**config.mk**
```make
export PLATFORM = sky130hd
export DESIGN_NAME = mem_arbiter
export DESIGN_NICKNAME = d
export VERILOG_FILES = /design/src/rtl/mem_pkg.sv /design/src/rtl/rr_arbiter2.sv /design/src/rtl/mem_arbiter.sv
export SDC_FILE = /design/constraint.sdc
export NUM_CORES = 1
export LEC_CHECK = 0
export BUFFER_PORTS_ARGS = -buffer_cell sky130_fd_sc_hd__buf_2
export CORE_ASPECT_RATIO = 0.7
export CORE_MARGIN = 2
export CORE_UTILIZATION = 30
export CTS_BUF_LIST = sky130_fd_sc_hd__clkbuf_4
export CTS_CLUSTER_DIAMETER = 100
export DETAILED_ROUTE_END_ITERATION = 10
export GPL_ROUTABILITY_DRIVEN = 0
export HOLD_SLACK_MARGIN = 0.12
export PLACE_DENSITY = 0.69
export SLEW_MARGIN = 10
export SYNTH_ARGS = -nofsm -noshare
export SYNTH_HDL_FRONTEND = slang
export SYNTH_SLANG_ARGS = --single-unit
```
**constraint.sdc**
```tcl
create_clock -name CLK -period 3.1 [get_ports CLK]
set_input_delay 0.155 -clock CLK [delete_from_list [all_inputs] [get_ports CLK]]
set_output_delay 0.155 -clock CLK [all_outputs]
set_load 0.005 [all_outputs]
```
**src/rtl/mem_pkg.sv**
```systemverilog
`default_nettype none
// +-------------------------------------------------------------------+
// | mem_pkg : shared FSM encoding and line constants for mem_arbiter   |
// | rev 1.0                                                           |
// +-------------------------------------------------------------------+
package mem_pkg;

  localparam int          LINE_WORDS      = 8;
  localparam logic [31:0] LINE_MASK       = 32'hFFFF_FFE0;
  localparam int          TIMEOUT_DEFAULT = 64;

  typedef enum logic [2:0] {
    IDLE   = 3'd0,
    ADDR   = 3'd1,
    BURST  = 3'd2,
    STORE  = 3'd3,
    FINISH = 3'd4,
    ERROR  = 3'd5
  } state_e;

  // Loads fetch a whole line, stores hit the exact word address.
  function automatic logic [31:0] req_mem_addr(input logic [31:0] addr, input logic store);
    return store ? addr : (addr & LINE_MASK);
  endfunction

endpackage
`default_nettype wire

```
**src/rtl/rr_arbiter2.sv**
```systemverilog
`default_nettype none
// +-------------------------------------------------------------------+
// | rr_arbiter2 : two-way round-robin grant, bit0 preferred after rst  |
// | rev 1.0                                                           |
// +-------------------------------------------------------------------+
module rr_arbiter2 (
  input  logic       CLK,
  input  logic       RST_N,
  input  logic [1:0] req,
  input  logic       en,
  output logic [1:0] gnt
);

  logic r_prefer_hi;

  always_comb begin
    gnt = req;
    if (req == 2'b11) gnt = r_prefer_hi ? 2'b10 : 2'b01;
  end

  // After granting bit0 the next contested cycle favours bit1, and vice versa.
  always_ff @(posedge CLK or negedge RST_N) begin
    if (!RST_N)
      r_prefer_hi <= 1'b0;
    else if (en && (|req))
      r_prefer_hi <= gnt[0];
  end

endmodule
`default_nettype wire

```
**src/rtl/mem_arbiter.sv**
```systemverilog
`default_nettype none
// +-------------------------------------------------------------------+
// | mem_arbiter : I/D cache arbiter for line loads and word stores     |
// | rev 1.0                                                           |
// +-------------------------------------------------------------------+
module mem_arbiter
  import mem_pkg::*;
#(
  parameter int TIMEOUT = TIMEOUT_DEFAULT
) (
  input  logic        CLK,
  input  logic        RST_N,
  input  logic [1:0]  REQ_VALID,
  input  logic [1:0]  REQ_STORE,
  input  logic [31:0] REQ_ADDR0,
  input  logic [31:0] REQ_ADDR1,
  input  logic [31:0] REQ_WDATA0,
  input  logic [31:0] REQ_WDATA1,
  output logic [1:0]  GNT,
  output logic [1:0]  RSP_VALID,
  output logic [2:0]  RSP_IDX,
  output logic [31:0] RSP_DATA,
  output logic [1:0]  DONE,
  output logic        ERR,
  output logic        MEM_VALID,
  output logic        MEM_LOAD,
  output logic        MEM_STORE,
  output logic [31:0] MEM_ADDR,
  output logic [31:0] MEM_WDATA,
  input  logic        MEM_ADDR_ACK,
  input  logic        MEM_DATA_VALID,
  input  logic [31:0] MEM_RDATA,
  input  logic [2:0]  MEM_DATA_IDX,
  output logic        MEM_DATA_ACK
);

  localparam int c_cnt_w = $clog2(TIMEOUT + 1);

  state_e             r_state;
  logic [1:0]         r_gnt;
  logic               r_store;
  logic [31:0]        r_mem_addr;
  logic [31:0]        r_mem_wdata;
  logic               r_mem_valid;
  logic               r_mem_load;
  logic               r_mem_store;
  logic [1:0]         r_done;
  logic               r_err;
  logic [c_cnt_w-1:0] r_cnt;
  logic [2:0]         r_exp_idx;

  logic [1:0]  w_arb_gnt;
  logic        w_sel_id;
  logic        w_sel_store;
  logic [31:0] w_sel_addr;
  logic [31:0] w_sel_wdata;
  logic        w_accept;
  logic        w_hs;
  logic        w_waiting;
  logic        w_timeout;
  logic        w_last;
  logic        w_finish;

  rr_arbiter2 u_rr (
    .CLK   (CLK),
    .RST_N (RST_N),
    .req   (REQ_VALID),
    .en    (r_state == IDLE),
    .gnt   (w_arb_gnt)
  );

  assign w_sel_id    = w_arb_gnt[1];
  assign w_sel_store = REQ_STORE[w_sel_id];
  assign w_sel_addr  = w_sel_id ? REQ_ADDR1 : REQ_ADDR0;
  assign w_sel_wdata = w_sel_id ? REQ_WDATA1 : REQ_WDATA0;

  // Only the expected word is forwarded; anything out of sequence is left unacknowledged.
  assign w_accept = (r_state == BURST) && MEM_DATA_VALID && (MEM_DATA_IDX == r_exp_idx);
  assign w_last   = (r_exp_idx == 3'(LINE_WORDS - 1));

  always_comb begin
    w_hs      = 1'b0;
    w_waiting = 1'b1;
    case (r_state)
      ADDR:    w_hs = MEM_ADDR_ACK;
      BURST:   w_hs = w_accept;
      STORE:   w_hs = MEM_DATA_VALID;
      default: w_waiting = 1'b0;
    endcase
  end

  assign w_timeout = w_waiting && !w_hs && (r_cnt == c_cnt_w'(TIMEOUT - 1));
  assign w_finish  = (w_accept && w_last) || ((r_state == STORE) && MEM_DATA_VALID);

  always_ff @(posedge CLK or negedge RST_N) begin
    if (!RST_N) begin
      r_state     <= IDLE;
      r_gnt       <= 2'b00;
      r_store     <= 1'b0;
      r_mem_addr  <= 32'd0;
      r_mem_wdata <= 32'd0;
      r_mem_valid <= 1'b0;
      r_mem_load  <= 1'b0;
      r_mem_store <= 1'b0;
      r_done      <= 2'b00;
      r_err       <= 1'b0;
      r_cnt       <= '0;
      r_exp_idx   <= 3'd0;
    end else begin
      r_done <= 2'b00;
      r_err  <= 1'b0;
      r_cnt  <= (w_waiting && !w_hs && !w_timeout) ? r_cnt + c_cnt_w'(1) : '0;
      case (r_state)
        IDLE: begin
          if (|REQ_VALID) begin
            r_gnt       <= w_arb_gnt;
            r_store     <= w_sel_store;
            r_mem_addr  <= req_mem_addr(w_sel_addr, w_sel_store);
            r_mem_wdata <= w_sel_wdata;
            r_mem_valid <= 1'b1;
            r_mem_load  <= !w_sel_store;
            r_mem_store <= w_sel_store;
            r_exp_idx   <= 3'd0;
            r_state     <= ADDR;
          end
        end
        ADDR:    if (MEM_ADDR_ACK) r_state <= r_store ? STORE : BURST;
        BURST:   if (w_accept && !w_last) r_exp_idx <= r_exp_idx + 3'd1;
        STORE:   ;
        default: r_state <= IDLE;
      endcase
      // Completion and timeout both release the bus and report to the owner.
      if (w_finish || w_timeout) begin
        r_state     <= w_finish ? FINISH : ERROR;
        r_done      <= r_gnt;
        r_err       <= w_timeout;
        r_gnt       <= 2'b00;
        r_mem_valid <= 1'b0;
        r_mem_load  <= 1'b0;
        r_mem_store <= 1'b0;
      end
    end
  end

  assign GNT          = r_gnt;
  assign DONE         = r_done;
  assign ERR          = r_err;
  assign MEM_VALID    = r_mem_valid;
  assign MEM_LOAD     = r_mem_load;
  assign MEM_STORE    = r_mem_store;
  assign MEM_ADDR     = r_mem_addr;
  assign MEM_WDATA    = r_mem_wdata;
  assign RSP_VALID    = w_accept ? r_gnt : 2'b00;
  assign RSP_IDX      = w_accept ? MEM_DATA_IDX : 3'd0;
  assign RSP_DATA     = w_accept ? MEM_RDATA : 32'd0;
  assign MEM_DATA_ACK = w_accept || ((r_state == STORE) && MEM_DATA_VALID);

endmodule
`default_nettype wire

```
==> qor.csv, run 1 <==
metric,value,unit
max-clock-path-buffers,2,
worst_setup_path_end_kind,register,
worstRegToRegCells,6,
p_switching,1.74,mW
clkSinkCount,87,
synth-main-ff-cell,sky130_fd_sc_hd__dfrtp_1,
cts_post_setup_buffers_inserted,0,
start_kind,register,
pin_count_of_the_biggest_net_entering_global_routing,92,
maxCapViolations,0,
seq_power_share,40.9,%
tightestPinTransition,0.839,ns
global_route_wire_length_before_repair,23.0,mm
cp_data_required_time,3.37,ns
drt-met1-wl,6.44,mm
seq_area_frac_synth,50.3,%
syn-num-nets,599,
sw_frac_of_total,37.4,%
cell_area_after_layout,7350,sq um
wire_per_inst,13.8,microns
hold-path-cell-count,4,
seqCellArea,2180,sq um
period_needed,2.53,ns
setup_tns_final,0,ns
hp-class,in -> reg,
clkTransAtPathRegs,0.13,ns
routed_wl,14.1,mm
floorplan.io_pins,281,
fin_util,52.5,%
pwr-share-clk,13.5,%
syn_inst,425,
routed_via_density,4.36,
holdWs,0.193,ns
multi_input_area,2000,sq um
slew_viol_final,0,
dr_wl_met2,6.77,mm
dieArea,15400,sq um
slew-limit-headroom,43.9,%
layout.cells.non_filler,1020,
detailedPlacementHpwl,8.88,mm
crit_chain,nand2b_1 > nand2_4 > buf_12 > mux2i_1 > dlygate4sd3_1 > o21ai_0,
start_util,30.9,%
antenna_left,0,
synth-warning-count,0,
floorplan.die.height,105,microns
tritoncts,built,
dpl_cell_area,5900,sq um
clk-insertion-delay-late,0.41,ns
layout-drive-gt1-share,37.0,%
fin_crit_sh,81.5,%
synthDistinctLibCells,42,
comb_power_share,45.6,%
detail_route.iter0.violations,177,
fmax,0.396,GHz
hold_path_startpoint,REQ_STORE[1],
cts_made_buffers,9,
maxUsedRoutingLayer,met4,
report.final.hold_viol_count,0,
design.core.area,14000,sq um
worstReg2RegStart,u_rr.r_prefer_hi$_DFFE_PN0P_,
critical_path_class,reg -> reg,
antenna-diode-count,0,
detail_route.drc_violations,0,
row_count,36,
netlist_area,4330,sq um
rsz0062_at_grt,false,
syn-mean-instance-area,10.2,sq um
critical_path_peak_fanout,38,
power.density,633,nW/um^2
num_vias,4451,
outcome,finished clean,
ir_drop,308,uV
grt.overflow.total,0,
max_stage_delay_cell_worst_path,sky130_fd_sc_hd__dlygate4sd3_1,
routed-wl-met3,812,microns
dieWidth,148,microns
setup_viol_count_final,0,
dp.cells,873,
first_global_vias,4583,
critPathMaxStageDelay,0.59,ns
cts-root-buf,sky130_fd_sc_hd__clkbuf_4,
start_point_of_the_critical_path,u_rr.r_prefer_hi$_DFFE_PN0P_,
leakage_power_of_the_design,3.97,nW
layout.nets,1000,
firstDrtPassIters,7,
worst_ep_arrival_time,2.80,ns
synth-edff-count,0,
grt_usage,18.2,%
buffer_ports.inserted,280,
ys_ff_latch,87,
layout.filler_cells,1255,
initial_antenna_violation_count,0,
finClkSkew,0.00913,ns
syn2layout_area_growth,69.7,%
synth_async_sr_flop_share,100,%
cellInternalPower,2.91,mW
clock_tree.htree_level_count,3,
==> synth_stat cells, types with 2 or more instances <==
master                     instances  area, sq um
sky130_fd_sc_hd__nand2b_1          3         18.8
sky130_fd_sc_hd__a211oi_1          2         15.0
sky130_fd_sc_hd__inv_1             4         15.0
sky130_fd_sc_hd__clkbuf_2          5         25.0
sky130_fd_sc_hd__o21ai_0          48          240
sky130_fd_sc_hd__xor2_1            5         43.8
sky130_fd_sc_hd__ha_1              3         37.5
sky130_fd_sc_hd__xnor2_1           2         17.5
sky130_fd_sc_hd__a21oi_1           5         25.0
sky130_fd_sc_hd__nor3_1            3         15.0
sky130_fd_sc_hd__and2_1           38          238
sky130_fd_sc_hd__buf_6             4         45.0
sky130_fd_sc_hd__o21ai_1          20          100
sky130_fd_sc_hd__dfrtp_1          87         2180
sky130_fd_sc_hd__o21ai_2           2         17.5
sky130_fd_sc_hd__mux2i_1          67          671
sky130_fd_sc_hd__clkbuf_1          9         33.8
sky130_fd_sc_hd__buf_4             7         52.6
sky130_fd_sc_hd__and3_1            4         25.0
sky130_fd_sc_hd__o22ai_1           2         12.5
sky130_fd_sc_hd__nand2_1          75          282
sky130_fd_sc_hd__nand3_1           3         15.0
sky130_fd_sc_hd__nor2_1            8         30.0
==> repair_timing <==
action,4_1_cts,5_1_grt
resized for setup,0,0
hold endpoints to repair,109,0
hold buffers,132,0
==> cells in the final DEF, fill, tap and decap left out, types with 2 or more instances in the layout <==
| cell type | synthesis | final |
|---|---|---|
| sky130_fd_sc_hd__a211oi_1 | 2 | 2 |
| sky130_fd_sc_hd__a21oi_1 | 5 | 5 |
| sky130_fd_sc_hd__and2_1 | 38 | 38 |
| sky130_fd_sc_hd__and3_1 | 4 | 4 |
| sky130_fd_sc_hd__buf_12 | 0 | 3 |
| sky130_fd_sc_hd__buf_2 | 1 | 279 |
| sky130_fd_sc_hd__buf_4 | 7 | 2 |
| sky130_fd_sc_hd__clkbuf_4 | 0 | 11 |
| sky130_fd_sc_hd__clkinv_2 | 0 | 2 |
| sky130_fd_sc_hd__dfrtp_1 | 87 | 87 |
| sky130_fd_sc_hd__dlygate4sd3_1 | 0 | 132 |
| sky130_fd_sc_hd__ha_1 | 3 | 3 |
| sky130_fd_sc_hd__inv_1 | 4 | 4 |
| sky130_fd_sc_hd__mux2i_1 | 67 | 67 |
| sky130_fd_sc_hd__nand2_1 | 75 | 75 |
| sky130_fd_sc_hd__nand2b_1 | 3 | 3 |
| sky130_fd_sc_hd__nand3_1 | 3 | 3 |
| sky130_fd_sc_hd__nor2_1 | 8 | 8 |
| sky130_fd_sc_hd__nor3_1 | 3 | 3 |
| sky130_fd_sc_hd__o21ai_0 | 48 | 48 |
| sky130_fd_sc_hd__o21ai_1 | 20 | 20 |
| sky130_fd_sc_hd__o22ai_1 | 2 | 2 |
| sky130_fd_sc_hd__xnor2_1 | 2 | 2 |
| sky130_fd_sc_hd__xor2_1 | 5 | 5 |
==> cells by family (layout without fill, tap and decap cells) <==
kind of cell	count (synthesis)	in the layout	synth area share [%]
and+or+nand+nor	143	143	16.3
AOI/OAI and AO/OA	88	88	11.6
DFF	87	87	50.3
muxes	67	67	15.5
buffers and inverters	30	435	4.07
xor gates and xnor gates	7	7	1.42
adders and majority gates	3	3	0.867
==> power groups by stage <==
stage               clock network (mW)  logic (mW)  registers [mW]
finish                           0.629        2.12            1.91
detailed placement                   0        1.88            1.91
global route                     0.714        2.38            1.98
floorplan                            0        1.04            1.94
global placement                     0        1.84            1.90
CTS                              0.674        2.11            1.89
==> worst paths after layout <==
check	to	slack [ns]
min	MEM_LOAD$_DFFE_PN0P_	0.19
max in group asynchronous	r_cnt[0]$_DFF_PN0_	2.19
max	MEM_WDATA[1]$_DFFE_PN0P_	0.57
min reg2reg	ERR$_DFF_PN0_	0.49
min in group asynchronous	MEM_ADDR[12]$_DFFE_PN0P_	0.27
max reg2reg	MEM_WDATA[1]$_DFFE_PN0P_	0.57
==> layer usage <==
| metal | GRT usage, % | up-vias |
|---|---|---|
| li1 | - | 2252 |
| met1 | 23.9 | 2039 |
| met2 | 31.0 | 152 |
| met3 | 4.19 | 8 |
| met4 | 3.50 | 0 |
| met5 | 0 | - |
==> per-stage QoR <==
stage | power, mW | setup WS (ns)
after floorplan | 2.98 | 1.58
after global placement | 3.74 | 1.11
after detailed placement | 3.79 | 1.09
after CTS | 4.67 | 0.668
after global routing | 5.07 | 0.435
final | 4.66 | 0.572
==> sequential cells by signal (all words and copies together), names as in the netlist, 2 cells and up <==
name / count
MEM_ADDR: 32
GNT: 2
MEM_WDATA: 32
r_cnt: 7
DONE: 2
r_state: 3
r_exp_idx: 3
==> worst max-delay path, delay by kind of cell, from the launching register on <==
| kind | cells | cell delay, ns |
|---|---|---|
| buffers and inverters | 2 | 0.92 |
| DFF | 1 | 0.42 |
| and+or+nand+nor | 2 | 0.65 |
| muxes | 1 | 0.26 |
| AOI/OAI and AO/OA | 1 | 0.10 |
==> final cells by class <==
cell class	instances	area share [%]
Multi-Input combinational cell	308	27.2
Tap cell	190	3.23
Inverter	4	0.204
Timing Repair Buffer	416	38.0
Sequential cell	87	29.6
Clock inverter	4	0.647
Clock buffer	11	1.12
Power figures use the tool's default switching activity.
==> run 2, diff against run 1 <==
--- a/config.mk
+++ b/config.mk
@@ -14,7 +14,7 @@
 export DETAILED_ROUTE_END_ITERATION = 10
 export GPL_ROUTABILITY_DRIVEN = 0
 export HOLD_SLACK_MARGIN = 0.12
-export PLACE_DENSITY = 0.69
+export PLACE_DENSITY = 0.72
 export SLEW_MARGIN = 10
 export SYNTH_ARGS = -nofsm -noshare
 export SYNTH_HDL_FRONTEND = slang
==> constraint.sdc (replaced) <==
create_clock -name CLK -period 2.1 [get_ports CLK]
set_input_delay 0.105 -clock CLK [delete_from_list [all_inputs] [get_ports CLK]]
set_output_delay 0.105 -clock CLK [all_outputs]
set_load 0.005 [all_outputs]
==> run 2 against run 1 <==
Wire length up 9.5%. First-iteration DRC count is 14% lower. Critical endpoint is now RSP_DATA[5]. Combinational power rose by 46%. Largest cell class unchanged. Count of clock-buffer cells in the layout down 2. Final cell count is 1.7% higher.
==> qor.csv, run 2 (synthesis results as in run 1) <==
metric,value,unit,change
cp_data_required_time,2.00,ns,-1.37 ns
clk-insertion-delay-late,0.44,ns,+0.03 ns
rr_endpoint,MEM_ADDR[21]$_DFFE_PN0P_,,
routed_via_density,4.46,,+2.3%
setup_tns_final,0,ns,unchanged
worstRegToRegCells,5,,-1
fin_util,54.4,%,+1.9 points
global_route_wire_length_before_repair,23.4,mm,+1.9%
overall_power,6.90,mW,+48%
multi_input_area,2060,sq um,+3.0%
r2r_setup_slack,0.19,ns,-0.38 ns
maxCapViolations,0,,unchanged
start_kind,register,,
slew_viol_final,0,,unchanged
hp-class,in -> async,,
design.core.area,14000,sq um,unchanged
clkTransAtPathRegs,0.14,ns,about the same
routed_wl,15.5,mm,+9.5%
p_switching,2.66,mW,+52%
layout.filler_cells,1184,,-5.7%
rsz0062_at_grt,true,,
detailedPlacementHpwl,9.15,mm,+3.1%
holdWs,0.195,ns,+0.00192 ns
seq_power_share,41.1,%,+0.2 points
dieWidth,148,microns,unchanged
dieArea,15400,sq um,unchanged
start_util,30.9,%,unchanged
floorplan.io_pins,281,,unchanged
worst_setup_path_end_kind,output port,,
most_common_library_cell_in_the_layout_ignoring_fill_and_taps,sky130_fd_sc_hd__buf_2,,
layout-drive-gt1-share,39.7,%,+2.7 points
buffer_ports.inserted,280,,unchanged
detail_route.drc_violations,0,,unchanged
seqCellArea,2180,sq um,+0.23%
slew-limit-headroom,59.2,%,+15 points
wire_per_inst,14.9,microns,+7.7%
pin_count_of_the_biggest_net_entering_global_routing,73,,-21%
grt_usage,18.8,%,+0.56 points
antenna_left,0,,unchanged
initial_antenna_violation_count,0,,unchanged
ir_drop,584,uV,+89%
detail_route.iter0.violations,152,,-14%
period_needed,2.05,ns,
report.final.hold_viol_count,0,,unchanged
floorplan.die.height,105,microns,unchanged
finClkSkew,0.0197,ns,+0.0106 ns
critical_path_peak_fanout,18,,-53%
leakage_power_of_the_design,4.07,nW,+2.5%
firstDrtPassIters,4,,-3
row_count,36,,unchanged
dp.cells,875,,+0.23%
first_global_vias,4693,,+2.4%
clock_tree.htree_level_count,3,,unchanged
max-clock-path-buffers,2,,unchanged
critical_path_class,reg -> out,,
layout.nets,1015,,+1.5%
cellInternalPower,4.24,mW,+46%
fmax,0.488,GHz,
tritoncts,built,,
cts-root-buf,sky130_fd_sc_hd__clkbuf_4,,
worst_ep_arrival_time,1.94,ns,-0.86 ns
clkSinkCount,87,,unchanged
layout_common_cells,"sky130_fd_sc_hd__buf_2 (270), sky130_fd_sc_hd__dlygate4sd3_1 (134), sky130_fd_sc_hd__dfrtp_1 (83)",,
outcome,finished clean,,
layout.cells.non_filler,1037,,+1.7%
syn2layout_area_growth,76.0,%,
comb_power_share,44.9,%,-0.7 points
num_vias,4627,,+4.0%
worstReg2RegStart,u_rr.r_prefer_hi$_DFFE_PN0P_,,
power.density,905,nW/um^2,+43%
sw_frac_of_total,38.5,%,+1.1 points
fin_crit_sh,97.5,%,
setup_viol_count_final,0,,unchanged
tightestPinTransition,0.612,ns,-0.227 ns
cts_made_buffers,9,,unchanged
grt.overflow.total,0,,unchanged
pwr-share-clk,13.9,%,+0.4 points
==> run 2: cell count changes in the layout (fill, tap and decap cells not counted), moves of 2 or more <==
cell,change
sky130_fd_sc_hd__dlygate4sd3_1,+2
sky130_fd_sc_hd__buf_6,+12
sky130_fd_sc_hd__dfrtp_2,+4
sky130_fd_sc_hd__and2_1,-10
sky130_fd_sc_hd__dfrtp_1,-4
sky130_fd_sc_hd__and2_4,+10
sky130_fd_sc_hd__inv_6,+2
sky130_fd_sc_hd__buf_4,+9
sky130_fd_sc_hd__buf_2,-9
sky130_fd_sc_hd__clkbuf_4,-2
==> run 2: how the worst max path moves through the flow <==
| stage | depth (start not counted) | end | start | slack, ns |
|---|---|---|---|---|
| after global routing | 6 | RSP_DATA[23] | r_exp_idx[0]$_DFFE_PN0P_ | -0.05 |
| final | 6 | RSP_DATA[5] | r_exp_idx[0]$_DFFE_PN0P_ | 0.05 |
| after global placement | 5 | MEM_STORE$_DFFE_PN0P_ | r_cnt[0]$_DFF_PN0_ | 0.47 |
| after detailed placement | 5 | MEM_STORE$_DFFE_PN0P_ | r_cnt[0]$_DFF_PN0_ | 0.41 |
| after floorplan | 5 | RSP_DATA[10] | r_exp_idx[0]$_DFFE_PN0P_ | 0.63 |
| after CTS | 5 | RSP_DATA[1] | r_state[0]$_DFFE_PN0P_ | 0.003 |
==> run 2: what timing repair did <==
item                       4_1_cts  5_1_grt
buffers inserted                 0        7
cloned                           0        4
pin swaps                        0        5
setup endpoints to repair       35       37
resized for setup                1       37
hold buffers                   134        0
hold endpoints to repair       156        0
==> run 2: area by class of cell <==
| class | instances | area share [%] |
|---|---|---|
| timing repair buffer | 431 | 39.2 |
| tap | 190 | 3.12 |
| clock inverter | 7 | 0.903 |
| multi-input combinational | 308 | 27.0 |
| clock buffer | 9 | 0.886 |
| antenna | 1 | 0.0328 |
| sequential | 87 | 28.6 |
| inverter | 4 | 0.197 |
==> run 2: worst max-delay path: stages, from the launching register on <==
cell and delay (ns):
sky130_fd_sc_hd__dfrtp_2 0.48, sky130_fd_sc_hd__xor2_4 0.18, sky130_fd_sc_hd__nor4_4 0.31, sky130_fd_sc_hd__buf_6 0.17, sky130_fd_sc_hd__buf_12 0.14, sky130_fd_sc_hd__and2_1 0.13
sky130_fd_sc_hd__buf_2 0.11
==> run 2: power groups by stage <==
stage | clock network (mW) | logic, mW | registers [mW]
2_1_floorplan | 0 | 1.53 | 2.87
3_5_place_dp | 0 | 2.76 | 2.83
3_3_place_gp | 0 | 2.68 | 2.82
5_1_grt | 1.08 | 3.46 | 2.93
6_report | 0.962 | 3.10 | 2.84
4_1_cts | 1.02 | 2.97 | 2.81
==> run 2: per-layer routing <==
metal	part of all wire (%)	vias up	GRT usage (%)
met5	0	-	0
met4	1.6	0	4.81
met3	6.9	24	5.41
met2	47	188	31.2
met1	44	2133	24.2
li1	-	2282	-
==> run 2: metrics by stage <==
step	worst slack, ns	instance area [sq um]
global route	-0.0513	7620
detailed placement	0.405	5920
CTS	0.00267	7400
finish	0.0518	7620
global placement	0.471	5920
floorplan	0.628	4330
==> run 3, diff against run 2 <==
==> constraint.sdc (replaced) <==
create_clock -name CLK -period 2.1 [get_ports CLK]
set_input_delay 0.105 -clock CLK [delete_from_list [all_inputs] [get_ports CLK]]
set_output_delay 0.105 -clock CLK [all_outputs]
set_load 0.05 [all_outputs]
==> run 3 against run 2 <==
Clock skew shrank 0.0024 ns. Sequential share of layout area shrank 1.1 points. Die area is the same. Non-clock buffer count grew 2. Wire length grew 8.7%. Global-route usage grew 1.7 points. Critical endpoint is now RSP_DATA[6].
==> qor.csv, run 3 (synthesis results as in run 1) <==
metric,value,unit,change
outcome,finished clean,,
detail_route.drc_violations,0,,unchanged
critPathBufInv,3,,unchanged
top_usage_layer,met2,,
slew-limit-headroom,52.8,%,-6.4 points
clkSinkCount,87,,unchanged
cell_area_after_layout,7930,sq um,+4.0%
start_util,30.9,%,unchanged
met1_usage,25.6,%,+1.4 points
grt_use_met2,34.5,%,+3.3 points
layout-drive-gt1-share,41.3,%,+1.5 points
hp-class,in -> reg,,
clkTransAtPathRegs,0.12,ns,-0.02 ns
row_count,36,,unchanged
critical_path.top_delay_family,buffers and inverters,,
detail_route.iter0.violations,221,,+45%
cts-root-buf,sky130_fd_sc_hd__clkbuf_4,,
worst_setup_path_end_kind,output port,,
power.density,1170,nW/um^2,+30%
worstRegToRegCells,5,,unchanged
antenna_left,0,,unchanged
grt_usage,20.5,%,+1.7 points
critical_path_class,reg -> out,,
wire_per_inst,16.2,microns,+8.8%
design.core.area,14000,sq um,unchanged
layout_common_cells,"sky130_fd_sc_hd__buf_2 (241), sky130_fd_sc_hd__dlygate4sd3_1 (134), sky130_fd_sc_hd__dfrtp_1 (84)",,
r2r_setup_slack,0.09,ns,-0.10 ns
global_route.usage.met3,5.85,%,+0.44 points
critPathMaxStageDelay,0.43,ns,-0.05 ns
slew_viol_final,0,,unchanged
routed_wl,16.8,mm,+8.7%
floorplan.io_pins,281,,unchanged
dieArea,15400,sq um,unchanged
first_global_vias,4902,,+4.5%
most_common_library_cell_in_the_layout_ignoring_fill_and_taps,sky130_fd_sc_hd__buf_2,,
period_needed,2.09,ns,+0.0406 ns
detailedPlacementHpwl,9.14,mm,-0.12%
report.final.hold_viol_count,0,,unchanged
crit_cells,6,,unchanged
fin_crit_sh,99.5,%,+1.9 points
tritoncts,built,,
grt.overflow.total,0,,unchanged
dpl_cell_area,5950,sq um,+0.51%
dp.cells,879,,+0.46%
max-clock-path-buffers,2,,unchanged
cts_made_buffers,9,,unchanged
clk-insertion-delay-late,0.43,ns,about the same
routed_via_density,4.61,,+3.4%
cp_data_required_time,2.00,ns,about the same
fmax,0.479,GHz,-1.9%
setup_tns_final,0,ns,unchanged
critPathCapture,RSP_DATA[6],,
buffer_ports.inserted,280,,unchanged
tightestPinTransition,0.708,ns,+0.0954 ns
critical_path_peak_fanout,18,,unchanged
finClkSkew,0.0173,ns,-0.00244 ns
floorplan.die.height,105,microns,unchanged
dieWidth,148,microns,unchanged
layout.cells.non_filler,1036,,-0.096%
ir_drop,675,uV,+16%
placement.setup.worst_slack,0.319,ns,-0.0862 ns
max_stage_delay_cell_worst_path,sky130_fd_sc_hd__dfrtp_1,,
crit_chain,xor2_2 > nor4_4 > buf_6 > buf_12 > and2_1 > buf_6,,
post-route-worst-setup-slack,0.0113,ns,-0.0406 ns
syn2layout_area_growth,83.0,%,
setup_viol_count_final,0,,unchanged
pin_count_of_the_biggest_net_entering_global_routing,88,,+21%
layout.nets,1017,,+0.20%
start_point_of_the_critical_path,r_exp_idx[0]$_DFFE_PN0P_,,
rsz0062_at_grt,true,,
num_vias,4780,,+3.3%
maxCapViolations,0,,unchanged
worstReg2RegStart,u_rr.r_prefer_hi$_DFFE_PN0P_,,
start_kind,register,,
firstDrtPassIters,4,,unchanged
leakage_power_of_the_design,4.14,nW,+1.7%
antenna-diode-count,0,,-1
initial_antenna_violation_count,0,,unchanged
fin_util,56.6,%,+2.2 points
global_route_wire_length_before_repair,25.4,mm,+8.4%
worst_ep_arrival_time,1.98,ns,+0.04 ns
worst_path_most_repeated_cell,sky130_fd_sc_hd__buf_6,,
clock_tree.htree_level_count,3,,unchanged
rr_endpoint,MEM_WDATA[30]$_DFFE_PN0P_,,
-- run 3: report_power, final --
group	leakage, nW	internal [mW]	switching, mW	total, mW
sequential	1.09	2.40	0.425	2.82
clock	0.0721	0.363	0.560	0.924
combinational	2.98	1.56	4.00	5.55
-- run 3: final cells by class --
type                    instances  area, sq um
clock buffers                  10         75.1
clock inverters                 4         48.8
fillers                      1132         6080
inverters                       4         15.0
multi-input cells             308         2080
flip-flops and latches         87         2180
well taps                     190          238
repair buffers                433         3290
-- run 3: how the worst min path moves through the flow --
stage / startpoint / to / slack (ns) / cells after the start
final: REQ_STORE[0] / MEM_LOAD$_DFFE_PN0P_ / 0.22 / 4
after global routing: REQ_STORE[0] / MEM_LOAD$_DFFE_PN0P_ / 0.21 / 4
after CTS: REQ_STORE[0] / MEM_LOAD$_DFFE_PN0P_ / 0.15 / 4
after detailed placement: RST_N / MEM_WDATA[25]$_DFFE_PN0P_ / 0.18 / 2
after global placement: RST_N / MEM_WDATA[25]$_DFFE_PN0P_ / 0.18 / 2
after floorplan: RST_N / DONE[0]$_DFF_PN0_ / -0.19 / 0
-- run 3: routing by layer --
metal	up-vias	wire (microns)
met5	-	0
met4	0	384
met3	34	1170
met2	213	8230
met1	2246	7020
li1	2287	-
-- run 3: per-stage QoR --
| step | hold WS [ns] | total power [mW] |
|---|---|---|
| after floorplan | -0.191 | 6.67 |
| after global placement | 0.182 | 7.86 |
| after detailed placement | 0.180 | 7.96 |
| after CTS | 0.153 | 9.21 |
| after global routing | 0.212 | 9.83 |
| final | 0.220 | 9.30 |
-- run 3: tightest hold or removal path, delay by kind of cell --
family,cells,cell delay (ns)
AO/OA/AOI/OAI,3,0.43
buffers and inverters,1,0.07
-- run 3: timing repair --
item,in CTS,in global routing
hold endpoints to repair,156,0
hold buffers,134,0
cloned,1,1
buffers inserted,5,2
pin swaps,1,0
setup endpoints to repair,38,38
gates resized for setup,82,52
